### src/rtl/lock_pkg.sv
// Shared keypad/lock definitions: key codes, scanner FSM states, column reset value
// and small decode helpers.
package lock_pkg;

  typedef enum logic [1:0] {SCAN, DEBOUNCE, PRESSED, HOLD} state_t;

  localparam logic [2:0] COL_RST = 3'b001;

  localparam logic [3:0] KEY_0 = 4'h0, KEY_1 = 4'h1, KEY_2 = 4'h2, KEY_3 = 4'h3;
  localparam logic [3:0] KEY_4 = 4'h4, KEY_5 = 4'h5, KEY_6 = 4'h6, KEY_7 = 4'h7;
  localparam logic [3:0] KEY_8 = 4'h8, KEY_9 = 4'h9;
  localparam logic [3:0] KEY_STAR = 4'hA, KEY_HASH = 4'hB;

  // Index of the set bit in a one-hot vector (bit 3 unused for 3-bit columns).
  function automatic logic [1:0] onehot_index(input logic [3:0] v);
    logic [1:0] idx;
    idx = 2'd0;
    for (int i = 0; i < 4; i++) if (v[i]) idx = 2'(i);
    return idx;
  endfunction

  function automatic logic [3:0] key_map(input logic [1:0] r, input logic [1:0] c);
    logic [3:0] k;
    case ({r, c})
      4'b00_00: k = KEY_1;
      4'b00_01: k = KEY_2;
      4'b00_10: k = KEY_3;
      4'b01_00: k = KEY_4;
      4'b01_01: k = KEY_5;
      4'b01_10: k = KEY_6;
      4'b10_00: k = KEY_7;
      4'b10_01: k = KEY_8;
      4'b10_10: k = KEY_9;
      4'b11_00: k = KEY_STAR;
      4'b11_10: k = KEY_HASH;
      default:  k = KEY_0;
    endcase
    return k;
  endfunction

endpackage

### src/rtl/scan_tick_gen.sv
// Free-running divider: one-cycle tick every DIV clocks (terminal count DIV-1).
module scan_tick_gen #(
  parameter int DIV = 50000
) (
  input  logic clk,
  input  logic rst_n,
  output logic tick
);
  localparam int W = (DIV > 1) ? $clog2(DIV) : 1;

  logic [W-1:0] cnt;

  assign tick = (cnt == W'(DIV - 1));

  always_ff @(posedge clk or negedge rst_n) begin
    if (!rst_n)    cnt <= '0;
    else if (tick) cnt <= '0;
    else           cnt <= cnt + W'(1);
  end
endmodule

### src/rtl/keypad_scan_debounce.sv
// 3x4 keypad scanner with press/release debounce; one key_flag strobe per press.
// Optional auto-repeat while held is enabled by defining KEY_REPEAT_EN.
module keypad_scan_debounce
  import lock_pkg::*;
#(
  parameter int SCAN_DIV     = 50000,
  parameter int DEB_TICKS    = 4,
  parameter int REPEAT_TICKS = 40
) (
  input  logic       clk,
  input  logic       rst_n,
  input  logic [3:0] row,
  output logic [2:0] col,
  output logic       key_flag,
  output logic [3:0] key_value,
  output logic       key_held
);
  localparam int CW = $clog2(DEB_TICKS + 1);

  if (DEB_TICKS < 2 || REPEAT_TICKS < 1 || SCAN_DIV < 2) begin : g_param_chk
    $error("keypad_scan_debounce: DEB_TICKS>=2, REPEAT_TICKS>=1, SCAN_DIV>=2 required");
  end

  logic [3:0]    row_m, row_s, row_lat, row_lat_nxt;
  logic [1:0]    cidx, cidx_nxt;
  logic [CW-1:0] cnt, cnt_nxt;
  logic [2:0]    col_nxt;
  logic          flag_nxt, held_nxt, tick;
  logic [3:0]    value_nxt;
  state_t        state, state_nxt;

`ifdef KEY_REPEAT_EN
  localparam int RW = $clog2(REPEAT_TICKS + 1);
  logic [RW-1:0] rpt, rpt_nxt;
`endif

  scan_tick_gen #(.DIV(SCAN_DIV)) u_tick (.clk(clk), .rst_n(rst_n), .tick(tick));

  always_ff @(posedge clk or negedge rst_n) begin
    if (!rst_n) begin
      state     <= SCAN;
      row_m     <= '0;
      row_s     <= '0;
      row_lat   <= '0;
      cidx      <= '0;
      cnt       <= '0;
      col       <= COL_RST;
      key_flag  <= 1'b0;
      key_value <= KEY_0;
      key_held  <= 1'b0;
`ifdef KEY_REPEAT_EN
      rpt       <= '0;
`endif
    end else begin
      state     <= state_nxt;
      row_m     <= row;
      row_s     <= row_m;
      row_lat   <= row_lat_nxt;
      cidx      <= cidx_nxt;
      cnt       <= cnt_nxt;
      col       <= col_nxt;
      key_flag  <= flag_nxt;
      key_value <= value_nxt;
      key_held  <= held_nxt;
`ifdef KEY_REPEAT_EN
      rpt       <= rpt_nxt;
`endif
    end
  end

  always_comb begin
    state_nxt   = state;
    row_lat_nxt = row_lat;
    cidx_nxt    = cidx;
    cnt_nxt     = cnt;
    col_nxt     = col;
    flag_nxt    = 1'b0;
    value_nxt   = key_value;
    held_nxt    = key_held;
`ifdef KEY_REPEAT_EN
    rpt_nxt     = rpt;
`endif
    case (state)
      SCAN: if (tick) begin
        // Multi-row (ghost/combination) samples are treated as no key.
        if ($onehot(row_s)) begin
          row_lat_nxt = row_s;
          cidx_nxt    = onehot_index({1'b0, col});
          cnt_nxt     = CW'(1);
          state_nxt   = DEBOUNCE;
        end else begin
          col_nxt = {col[1:0], col[2]};
        end
      end
      DEBOUNCE: if (tick) begin
        if (row_s == row_lat) begin
          cnt_nxt = cnt + CW'(1);
          if (cnt_nxt == CW'(DEB_TICKS)) begin
            state_nxt = PRESSED;
            flag_nxt  = 1'b1;
            value_nxt = key_map(onehot_index(row_lat), cidx);
            held_nxt  = 1'b1;
          end
        end else begin
          state_nxt = SCAN;
          col_nxt   = {col[1:0], col[2]};
        end
      end
      PRESSED: begin
        cnt_nxt   = '0;
        state_nxt = HOLD;
`ifdef KEY_REPEAT_EN
        rpt_nxt   = '0;
`endif
      end
      HOLD: if (tick) begin
        if (row_s == 4'b0000) begin
          cnt_nxt = cnt + CW'(1);
`ifdef KEY_REPEAT_EN
          rpt_nxt = '0;
`endif
          if (cnt_nxt == CW'(DEB_TICKS)) begin
            cnt_nxt   = '0;
            held_nxt  = 1'b0;
            state_nxt = SCAN;
          end
        end else begin
          cnt_nxt = '0;
`ifdef KEY_REPEAT_EN
          if (rpt + RW'(1) == RW'(REPEAT_TICKS)) begin
            rpt_nxt  = '0;
            flag_nxt = 1'b1;
          end else begin
            rpt_nxt = rpt + RW'(1);
          end
`endif
        end
      end
      default: state_nxt = SCAN;
    endcase
  end
endmodule

### config.mk
export PLATFORM = sky130hd
export DESIGN_NAME = keypad_scan_debounce
export DESIGN_NICKNAME = d
export VERILOG_FILES = /design/src/rtl/lock_pkg.sv /design/src/rtl/scan_tick_gen.sv /design/src/rtl/keypad_scan_debounce.sv
export SDC_FILE = /design/constraint.sdc
export NUM_CORES = 1
export LEC_CHECK = 0
export BUFFER_PORTS_ARGS = -buffer_cell sky130_fd_sc_hd__buf_2
export CORE_UTILIZATION = 59
export CTS_BUF_LIST = sky130_fd_sc_hd__clkbuf_16
export DETAILED_ROUTE_END_ITERATION = 16
export GPL_TIMING_DRIVEN = 0
export HOLD_SLACK_MARGIN = 0.03
export PLACE_DENSITY = 0.86
export SYNTH_ARGS = -nofsm -noshare
export SYNTH_HDL_FRONTEND = slang
export SYNTH_SLANG_ARGS = --single-unit
### constraint.sdc
create_clock -name clk -period 3.35 [get_ports clk]
set_input_delay 0.67 -clock clk [delete_from_list [all_inputs] [get_ports clk]]
set_output_delay 0.67 -clock clk [all_outputs]
set_load 0.05 [all_outputs]
==> impl_metrics.py, run 1 <==
metrics = {
    "status": {
        "outcome": "finished clean",
    },
    "pwr": {
        "p_per_area_nw_per_um2": 457.4,
        "ir_drop_mv": 0.4408,
        "p_leak_nw": 1.175,
    },
    "setup_path": {
        "worst_r2r_startpoint": "row_s[0]$_DFF_PN0_",
        "crit_type": "flip-flop to flip-flop",
        "cp_max_fo": 10,
        "rrSetupSlack_ns": 0.48,
        "cp_slowest_cell": "fa_1",
        "start_kind": "flip-flop",
        "critPathArrivalTime_ns": 3.04,
        "worstReg2RegEnd": "row_lat[2]$_DFFE_PN0P_",
        "cp_cell_sequence": "inv_1, fa_1, inv_1, ha_1, ha_1, nor3b_1, or4b_1, buf_6, mux2_4",
        "crit_required_ns": 3.52,
        "reg2regPathDepth": 9,
        "endpoint_kind": "flip-flop",
        "slowest_delay_ns": 0.54,
    },
    "global_route": {
        "overflow": 0,
        "grt_pass1_wl_mm": 6.693,
        "grt_max_degree": 45,
        "grt_pass1_vias": 1440,
        "grt_use_total_pct": 22.15,
        "antenna_found_initial": 0,
    },
    "routing": {
        "post-route-drc-count": 0,
        "wirelength_mm": 3.514,
        "post_drt_wl_per_cell_um": 13.73,
        "drt_first_pass_iters": 4,
        "ant_nets": 0,
        "drt_iter0_drc": 46,
        "drt-vias-per-instance": 5.566,
        "via_count": 1425,
    },
    "final_layout": {
        "nets": 227,
        "final_util_pct": 71.28,
        "antenna_cells": 0,
        "areaGrowthSynthToFinish_pct": 13.80,
        "drive_gt1_share_pct": 19.05,
        "design_area_um2": 2435,
    },
    "synthesis": {
        "synth-seq-cells": 44,
        "synth-edff-count": 0,
        "synth_top_area_share_pct": 50.29,
        "synthTopCellsByArea": "dfrtp_1 (50%), ha_1 (6.4%), xnor2_1 (4.9%)",
        "yosys_warnings": 0,
        "synth.distinct_cells": 44,
        "synth-async-reset-ratio_pct": 100.0,
        "ys.flop_type": "dfrtp_1",
        "synth_area_um2": 2140,
        "syn_area_per_cell_um2": 11.38,
        "synth_nets": 206,
        "ys_seq_area_share_pct": 51.52,
        "synth_top_area_cell": "dfrtp_1",
        "postSynthCellCount": 188,
    },
    "placement": {
        "globalplace.congestion": 0.7878,
        "place_area_um2": 2267,
        "port_buffers": 14,
        "hpwlAfterDp_mm": 2.390,
    },
    "hold_path": {
        "hold_start": "row_m[3]$_DFF_PN0_",
        "whs_endpoint": "row_s[3]$_DFF_PN0_",
        "min_delay_path_depth": 0,
        "min_path_type": "flip-flop to flip-flop",
    },
    "die": {
        "start_util_pct": 62.64,
        "rows": 21,
        "io_pins": 15,
        "fp.dieH_um": 62.22,
        "core_region_area_um2": 3416,
        "die_w_um": 62.22,
        "die_area_um2": 3871,
    },
    "sta": {
        "timing.final.crit_share_pct": 85.73,
        "tns_ns": 0,
        "max_freq_mhz": 348.2,
        "worst_pin_slew_ns": 0.9464,
        "period_needed_ns": 2.872,
        "skew_ns": 0.003063,
        "setup_viol": 0,
        "hold_viol_final": 0,
        "grt_setup_unrepaired": "false",
        "relSlewSlack_pct": 36.91,
        "slew_violations": 0,
    },
    "clock_network": {
        "ctsHtreeMaxLevel": 2,
        "cts_hold_buf": 0,
        "cts_buffers": 5,
        "cts_root_buffer": "clkbuf_16",
        "clkLatencyLatePin_ns": 0.28,
        "clk_pin_slew_worst_paths_ns": 0.06,
        "cts_resized": 0,
        "cts_max_path_buffers": 2,
        "cts_tree": "built",
        "cts_setup_buffers": 0,
        "cts.sinks": 44,
    },
    "flow_run": {
        "drv_cap": 0,
    },
}
registers in the layout (all words and copies together) (netlist names), named ones only:
register	cells
u_tick.cnt	16
key_flag	1
key_held	1
row_s	4
col	3
key_value	4
row_lat	4
state	1
cnt	3
row_m	4
cidx	2
worst max-delay path, delay by kind of cell (launching register included):
kind | cells | cell delay [ns]
fa+ha+maj | 3 | 1.00
buf+inv | 3 | 0.29
flops | 1 | 0.37
mux | 1 | 0.29
simple gates | 2 | 0.81
synthesized netlist by cell type, types with 4 or more instances:
cell and instances:
xnor2_1 12, nor2_1 16, mux2_2 8, nand2_1 14
o21ai_0 9, nand3_1 7, ha_1 11, inv_1 11
a21oi_1 4, dfrtp_1 43, nand4_1 5
per-stage QoR:
| step | total power (W) | hold slack [ns] | std cells | setup slack, ns |
|---|---|---|---|---|
| 2_1_floorplan | 0.0005636 | 0.3312 | 188 | 0.6795 |
| 3_3_place_gp | 0.0005791 | 0.3313 | 248 | 0.5566 |
| 3_5_place_dp | 0.0005812 | 0.3389 | 248 | 0.5122 |
| 4_1_cts | 0.001125 | 0.3526 | 256 | 0.4867 |
| 5_1_grt | 0.001153 | 0.3577 | 256 | 0.3375 |
| 6_report | 0.001114 | 0.3489 | 256 | 0.4780 |
area by class of cell:
class	instances	area, µm²
buffer	6	32.53
timing repair buffer	14	70.07
inverter	11	41.29
fill	246	980.9
tap	46	57.56
multi-input combinational	127	963.4
clock inverter	3	42.54
clock buffer	5	125.1
sequential	44	1102
layout by cell type (no fill, tap or decap), drive strengths merged, types with 3 or more instances in the layout:
master and n:
dfrtp 43, nand2 14, o2bb2ai 3, ha 11, nand3 7, a21oi 4
o21ai 9, nand2b 3, inv 11, xnor2 12, clkbuf 8, nand4 6
xor2 3, mux2i 3, mux2 10, nor2 16, buf 17
kinds of logic after synthesis:
family / after synthesis / share of synthesized area, %
AO/OA/AOI/OAI: 25 / 7.545
XOR/XNOR: 15 / 6.141
adder cells (fa/ha/maj): 12 / 7.368
buffers and inverters: 17 / 3.450
flip-flops: 44 / 51.52
multiplexers: 13 / 7.018
AND/OR/NAND/NOR: 62 / 16.96
how the worst max path moves through the flow:
stage	from	endpoint	slack, ns	cells past startpoint
after detailed placement	row_s[0]$_DFF_PN0_	row_lat[2]$_DFFE_PN0P_	0.51	9
after global placement	row_s[0]$_DFF_PN0_	row_lat[2]$_DFFE_PN0P_	0.56	9
after floorplan	row_s[0]$_DFF_PN0_	cidx[1]$_DFFE_PN0P_	0.68	9
after CTS	row_s[0]$_DFF_PN0_	row_lat[2]$_DFFE_PN0P_	0.49	9
after global routing	row_s[1]$_DFF_PN0_	col[2]$_DFFE_PN0P_	0.34	9
final	row_s[0]$_DFF_PN0_	row_lat[2]$_DFFE_PN0P_	0.48	9
layer usage:
metal	up-vias	global-route usage [%]	wire length [µm]
met5	-	0	0
li1	695	-	-
met1	691	30.47	1688
met2	34	34.34	1644
met3	5	5.515	139
met4	0	7.849	41
power by group:
group | switching, W | internal [W]
combinational | 0.0000209 | 0.0000106
clock | 0.000193 | 0.000350
sequential | 0.00000311 | 0.000537
No activity file was read; power rests on OpenSTA's default activity.
==> inputs of run 2 (changes only) <==
- SYNTH_HIERARCHICAL: not set -> 1
==> impl_metrics.py, run 2 <==
metrics = {
    "setup_path": {
        "reg2regPathDepth": 8,
        "crit_required_ns": 3.51,
        "cp_cell_sequence": "clkbuf_1, nor4bb_1, and4_1, buf_2, clkbuf_1, nand3_1, nor3_4, mux2_2",
        "cp_slowest_cell": "mux2_2",
        "critPathArrivalTime_ns": 2.88,
        "cp_common_cell": "clkbuf_1",
        "endpoint_kind": "flip-flop",
        "start_kind": "flip-flop",
        "crit_type": "flip-flop to flip-flop",
        "cp_max_fo": 10,
        "slowest_delay_ns": 0.38,
    },
    "clock_network": {
        "ctsHtreeMaxLevel": 2,
        "clkLatencyLatePin_ns": 0.28,
        "cts_resized": 0,
        "cts_max_path_buffers": 2,
        "cts_buffers": 5,
        "cts_hold_buf": 0,
        "clk_pin_slew_worst_paths_ns": 0.06,
        "cts_tree": "built",
        "cts_root_buffer": "clkbuf_16",
        "cts.sinks": 44,
        "cts_setup_buffers": 0,
    },
    "synthesis": {
        "synth-async-reset-ratio_pct": 100.0,
        "yosys_warnings": 6,
        "synthTopCellsByArea": "dfrtp_1 (49%), ha_1 (6.3%), mux2_2 (3.6%)",
        "ys_seq_area_share_pct": 50.11,
        "synth_area_um2": 2200,
        "synth-seq-cells": 44,
        "syn_area_per_cell_um2": 11.40,
        "postSynthCellCount": 193,
        "synth_top_area_cell": "dfrtp_1",
        "yosys-top-cells-count": "dfrtp_1 (43), nand2_1 (15), inv_1 (12), ha_1 (11), nor2_1 (10)",
        "synth_nets": 211,
        "synth.distinct_cells": 50,
        "synth-edff-count": 0,
        "ys.flop_type": "dfrtp_1",
        "synth_most_common_cell": "dfrtp_1",
        "synth_top_area_share_pct": 48.92,
    },
    "die": {
        "rows": 21,
        "die_w_um": 63.06,
        "core_region_area_um2": 3442,
        "start_util_pct": 63.90,
        "io_pins": 15,
        "die_area_um2": 3977,
        "fp.dieH_um": 63.06,
    },
    "final_layout": {
        "final_util_pct": 73.10,
        "areaGrowthSynthToFinish_pct": 14.39,
        "largest_register": "u_tick/cnt",
        "final-seq-area_um2": 1102,
        "multi_input_area_um2": 1008,
        "nFillCells": 241,
        "final_cell_mix": "dfrtp_1 (43), buf_2 (16), nand2_1 (15)",
        "antenna_cells": 0,
        "nets": 232,
        "drive_gt1_share_pct": 20.93,
        "largest_reg_flops": 16,
        "final_common_cell": "dfrtp_1",
    },
    "global_route": {
        "antenna_found_initial": 0,
        "overflow": 0,
        "grt_pass1_vias": 1446,
        "grt_pass1_wl_mm": 6.617,
        "grt_max_degree": 45,
        "grt_use_total_pct": 22.09,
    },
    "sta": {
        "worst_pin_slew_ns": 0.9434,
        "max_freq_mhz": 367.3,
        "tns_ns": 0,
        "slew_violations": 0,
        "relSlewSlack_pct": 37.11,
        "hold_viol_final": 0,
        "period_needed_ns": 2.723,
        "grt_setup_unrepaired": "false",
        "timing.final.crit_share_pct": 81.27,
        "skew_ns": 0.005138,
        "setup_viol": 0,
    },
    "pwr": {
        "p_per_area_nw_per_um2": 473.2,
        "ir_drop_mv": 0.3166,
        "p_leak_nw": 1.175,
    },
    "routing": {
        "post-route-drc-count": 0,
        "wirelength_mm": 3.808,
        "post_drt_wl_per_cell_um": 14.59,
        "ant_nets": 0,
        "drt-vias-per-instance": 5.644,
        "drt_iter0_drc": 101,
        "drt_first_pass_iters": 4,
        "via_count": 1473,
    },
    "placement": {
        "port_buffers": 14,
        "hpwlAfterDp_mm": 2.479,
        "globalplace.congestion": 0.7812,
    },
    "status": {
        "outcome": "finished clean",
    },
    "flow_run": {
        "drv_cap": 0,
    },
    "hold_path": {
        "min_delay_path_depth": 0,
        "min_path_type": "flip-flop to flip-flop",
    },
}
[run 2: cell count changes after synthesis, moves of 3 or more]
cell and delta:
o2bb2ai_1 -3, xor2_1 +4, nor2_1 -6, mux2_1 +3, xnor2_1 -4, and4_4 +3
[run 2: final timing paths]
check / slack (ns) / from / endpoint
worst max register to register: 0.63 / u_tick/cnt[8]$_DFF_PN0_ / key_value[3]$_DFFE_PN0P_
min in group asynchronous: 0.54 / rst_n / key_flag$_DFF_PN0_
worst min-delay path: 0.35 / row_m[1]$_DFF_PN0_ / row_s[1]$_DFF_PN0_
worst max-delay path: 0.63 / u_tick/cnt[8]$_DFF_PN0_ / key_value[3]$_DFFE_PN0P_
worst min register to register: 0.35 / row_m[1]$_DFF_PN0_ / row_s[1]$_DFF_PN0_
max in group asynchronous: 2.23 / rst_n / row_m[0]$_DFF_PN0_
[run 2: metal layers]
layer | global-route usage [%] | share of wire, % | vias to the layer above
met2 | 36.02 | 50 | 28
met3 | 6.159 | 3.4 | 10
li1 | - | - | 716
met1 | 27.63 | 44 | 719
met5 | 0 | 0 | -
met4 | 9.012 | 2.4 | 0
[run 2: kinds of logic (layout without fill, tap and decap cells)]
group	after synthesis	after routing	share of synthesized area (%)
AOI/OAI and AO/OA	27	27	8.647
xor gates and xnor gates	15	15	5.973
adders and majority gates	12	12	7.167
buffers and inverters	20	42	4.038
DFF	44	44	50.11
muxes	12	12	6.030
and+or+nand+nor	63	63	18.03
[run 2: critical path: cells and delay by family (launching register included)]
kind	cells	cell delay (ns)
muxes	1	0.38
and+or+nand+nor	4	1.06
buffers and inverters	3	0.84
DFF	1	0.33
[run 2: layout make-up]
class | instances | area share (%)
Buffer | 8 | 1.740
Clock buffer | 5 | 4.973
Clock inverter | 3 | 2.536
Inverter | 12 | 1.790
Multi-Input combinational cell | 129 | 40.08
Sequential cell | 44 | 43.81
Tap cell | 46 | 2.287
Timing Repair Buffer | 14 | 2.785
[run 2: metrics by stage]
step | std cells | power (W) | hold WS, ns | setup slack [ns] | instance area, µm²
2_1_floorplan | 193 | 0.0005724 | 0.3312 | 0.9148 | 2200
3_5_place_dp | 253 | 0.0005903 | 0.3402 | 0.7344 | 2327
6_report | 261 | 0.001191 | 0.3523 | 0.6275 | 2516
3_3_place_gp | 253 | 0.0005885 | 0.3315 | 0.7793 | 2327
4_1_cts | 261 | 0.001201 | 0.3541 | 0.6371 | 2516
5_1_grt | 261 | 0.001230 | 0.3544 | 0.3598 | 2516
[run 2: where the power goes]
part / internal (W) / total [W] / switching [W]
Clock: 0.000424 / 0.000609 / 0.000185
Combinational: 0.0000160 / 0.0000424 / 0.0000265
Sequential: 0.000537 / 0.000539 / 0.00000274
Total: 0.000976 / 0.00119 / 0.000214
==> inputs of run 3 (changes only) <==
- ABC_AREA: not set -> 1
- CORE_UTILIZATION: 59 -> 60
- PLACE_DENSITY: 0.86 -> 0.87
- clock period: 3.35 -> 2.6 ns (I/O delays scaled with it)
==> impl_metrics.py, run 3 <==
metrics = {
    "status": {
        "outcome": "finished clean",
    },
    "setup_path": {
        "reg2regPathDepth": 13,
        "crit_type": "flip-flop to flip-flop",
        "cp_max_fo": 4,
        "rrSetupSlack_ns": 0.22,
        "worstReg2RegEnd": "state[0]$_DFFE_PN0P_",
        "endpoint_kind": "flip-flop",
        "worst_r2r_startpoint": "row_s[3]$_DFF_PN0_",
        "start_kind": "flip-flop",
        "critPathArrivalTime_ns": 2.55,
        "crit_required_ns": 2.77,
    },
    "synthesis": {
        "synth-async-reset-ratio_pct": 100.0,
        "synth_most_common_cell": "nand2_1",
        "yosys_warnings": 6,
        "ys.flop_type": "dfrtp_1",
        "syn_area_per_cell_um2": 7.810,
        "synth-seq-cells": 44,
        "synth.distinct_cells": 29,
        "synthTopCellsByArea": "dfrtp_1 (45%), nand2_1 (14%), inv_1 (6.0%)",
        "postSynthCellCount": 306,
        "synth-edff-count": 0,
        "synth_top_area_cell": "dfrtp_1",
        "yosys-top-cells-count": "nand2_1 (89), dfrtp_1 (43), inv_1 (38), nor2_1 (34), nand3_1 (27)",
        "ys_seq_area_share_pct": 46.13,
        "synth_nets": 324,
        "synth_top_area_share_pct": 45.03,
        "synth_area_um2": 2390,
    },
    "routing": {
        "drt-vias-per-instance": 5.056,
        "ant_nets": 0,
        "drt_iter0_drc": 87,
        "drt_first_pass_iters": 4,
        "wirelength_mm": 4.118,
        "post_drt_wl_per_cell_um": 10.95,
        "post-route-drc-count": 0,
        "via_count": 1901,
    },
    "pwr": {
        "p_leak_nw": 1.479,
        "swShare_pct": 19.70,
        "ir_drop_mv": 0.3694,
        "p_per_area_nw_per_um2": 534.1,
        "pwr-share-seq_pct": 48.5,
        "p_int_w": 0.001151,
        "p_sw_w": 0.0002822,
        "power.share.clock_pct": 48.2,
        "comb_power_share_pct": 3.4,
    },
    "hold_path": {
        "min_path_type": "input port to flip-flop",
        "whs_endpoint": "row_m[0]$_DFF_PN0_",
        "min_delay_path_depth": 1,
        "hold_start": "row[0]",
    },
    "clock_network": {
        "clk_pin_slew_worst_paths_ns": 0.06,
        "cts_setup_buffers": 0,
        "cts_root_buffer": "clkbuf_16",
        "cts_buffers": 5,
        "ctsHtreeMaxLevel": 2,
        "cts_tree": "built",
        "cts_resized": 0,
        "clkLatencyLatePin_ns": 0.28,
        "cts_max_path_buffers": 2,
        "cts_hold_buf": 0,
        "cts.sinks": 44,
    },
    "sta": {
        "skew_ns": 0.004705,
        "grt_setup_unrepaired": "false",
        "hold_viol_final": 0,
        "fin_hold_ws_ns": 0.3399,
        "tns_ns": 0,
        "timing.final.crit_share_pct": 91.65,
        "period_needed_ns": 2.383,
        "worst_pin_slew_ns": 0.9172,
        "setup_viol": 0,
        "slew_violations": 0,
        "relSlewSlack_pct": 38.86,
        "max_freq_mhz": 419.7,
    },
    "final_layout": {
        "antenna_cells": 0,
        "design_area_um2": 2683,
        "final_common_cell": "nand2_1",
        "areaGrowthSynthToFinish_pct": 12.25,
        "final_util_pct": 71.66,
        "nets": 345,
        "largest_register": "u_tick/cnt",
        "largest_reg_flops": 16,
        "final_cell_mix": "nand2_1 (89), dfrtp_1 (43), inv_1 (38)",
        "multi_input_area_um2": 1106,
        "final-seq-area_um2": 1102,
        "nFillCells": 288,
        "drive_gt1_share_pct": 15.85,
    },
    "die": {
        "rows": 22,
        "core_region_area_um2": 3744,
        "io_pins": 15,
        "die_w_um": 65.11,
        "start_util_pct": 63.84,
        "die_area_um2": 4239,
        "fp.dieH_um": 65.11,
    },
    "placement": {
        "port_buffers": 14,
        "hpwlAfterDp_mm": 3.079,
        "place_area_um2": 2520,
        "globalplace.congestion": 0.9087,
    },
    "global_route": {
        "grt_max_degree": 45,
        "overflow": 0,
        "grt_pass1_vias": 1790,
        "antenna_found_initial": 0,
        "grt_use_total_pct": 23.37,
        "grt_pass1_wl_mm": 7.493,
    },
    "flow_run": {
        "drv_cap": 0,
    },
}
## run 3: cell count changes in the layout (fill, tap and decap cells not counted), sizes merged, moves of 4 or more
cell,delta
nand3,+23
inv,+33
xnor2,-8
nand2,+80
nor2,+31
o21ai,+4
clkbuf,-4
mux2,-10
and4,-4
## run 3: per-stage QoR
| step | setup slack, ns | power [W] | instances |
|---|---|---|---|
| 2_1_floorplan | 0.4685 | 0.0007324 | 306 |
| 3_3_place_gp | 0.3196 | 0.0007539 | 368 |
| 3_5_place_dp | 0.2517 | 0.0007563 | 368 |
| 4_1_cts | 0.2237 | 0.001448 | 376 |
| 5_1_grt | 0.02510 | 0.001480 | 376 |
| 6_report | 0.2172 | 0.001433 | 376 |
## run 3: worst max-delay path: stages (launching register included)
cell and delay, ns:
dfrtp_1 0.40, inv_1 0.12, fa_1 0.50, inv_1 0.04, ha_1 0.17, ha_1 0.27
inv_1 0.06, nand3_1 0.11, nand2_1 0.16, nand3_1 0.08, nor2_1 0.16, nand2_1 0.08
nand2_1 0.06, nand2_1 0.06
## run 3: worst max-delay path by stage
| stage | startpoint | endpoint | slack, ns | cells past startpoint |
|---|---|---|---|---|
| finish | row_s[3]$_DFF_PN0_ | state[0]$_DFFE_PN0P_ | 0.22 | 13 |
| global route | row_s[3]$_DFF_PN0_ | flip-flop | 0.03 | 13 |
| CTS | row_s[3]$_DFF_PN0_ | state[0]$_DFFE_PN0P_ | 0.22 | 13 |
| detailed placement | row_s[3]$_DFF_PN0_ | state[0]$_DFFE_PN0P_ | 0.25 | 13 |
| global placement | row_s[3]$_DFF_PN0_ | flip-flop | 0.32 | 13 |
| floorplan | row_s[0]$_DFF_PN0_ | flip-flop | 0.47 | 13 |
## run 3: logic make-up (layout without fill, tap and decap cells)
logic type / Yosys count / after routing / share of synthesized area [%]
AND/OR/NAND/NOR: 177 / 177 / 32.83
XOR/XNOR: 5 / 5 / 1.832
flip-flops: 44 / 44 / 46.13
buffers and inverters: 48 / 70 / 7.591
AO/OA/AOI/OAI: 20 / 20 / 5.026
adder cells (fa/ha/maj): 12 / 12 / 6.597
## run 3: routing by layer
layer / part of all wire, % / wire length [µm] / GRT usage, % / vias up
met5: 0 / 0 / 0 / -
met4: 1.4 / 59 / 9.239 / 0
met3: 3.3 / 137 / 6.597 / 7
met2: 48 / 1964 / 39.58 / 33
met1: 47 / 1956 / 28.08 / 865
li1: - / - / - / 996
## run 3: final cells by class
cell class                      instances  area share (%)
Tap cell                               48           2.239
Multi-Input combinational cell        214           41.23
Clock buffer                            5           4.664
Clock inverter                          3           1.399
Timing Repair Buffer                   14           2.612
Buffer                                  1          0.1866
Sequential cell                        44           41.09
Inverter                               47           6.576
## run 3: power by group through the flow
stage / registers [W] / logic, W / clock network (W)
2_1_floorplan: 0.000706 / 0.0000266 / 0
3_3_place_gp: 0.000707 / 0.0000473 / 0
3_5_place_dp: 0.000707 / 0.0000495 / 0
4_1_cts: 0.000694 / 0.0000504 / 0.000704
5_1_grt: 0.000695 / 0.0000582 / 0.000727
6_report: 0.000694 / 0.0000484 / 0.000690
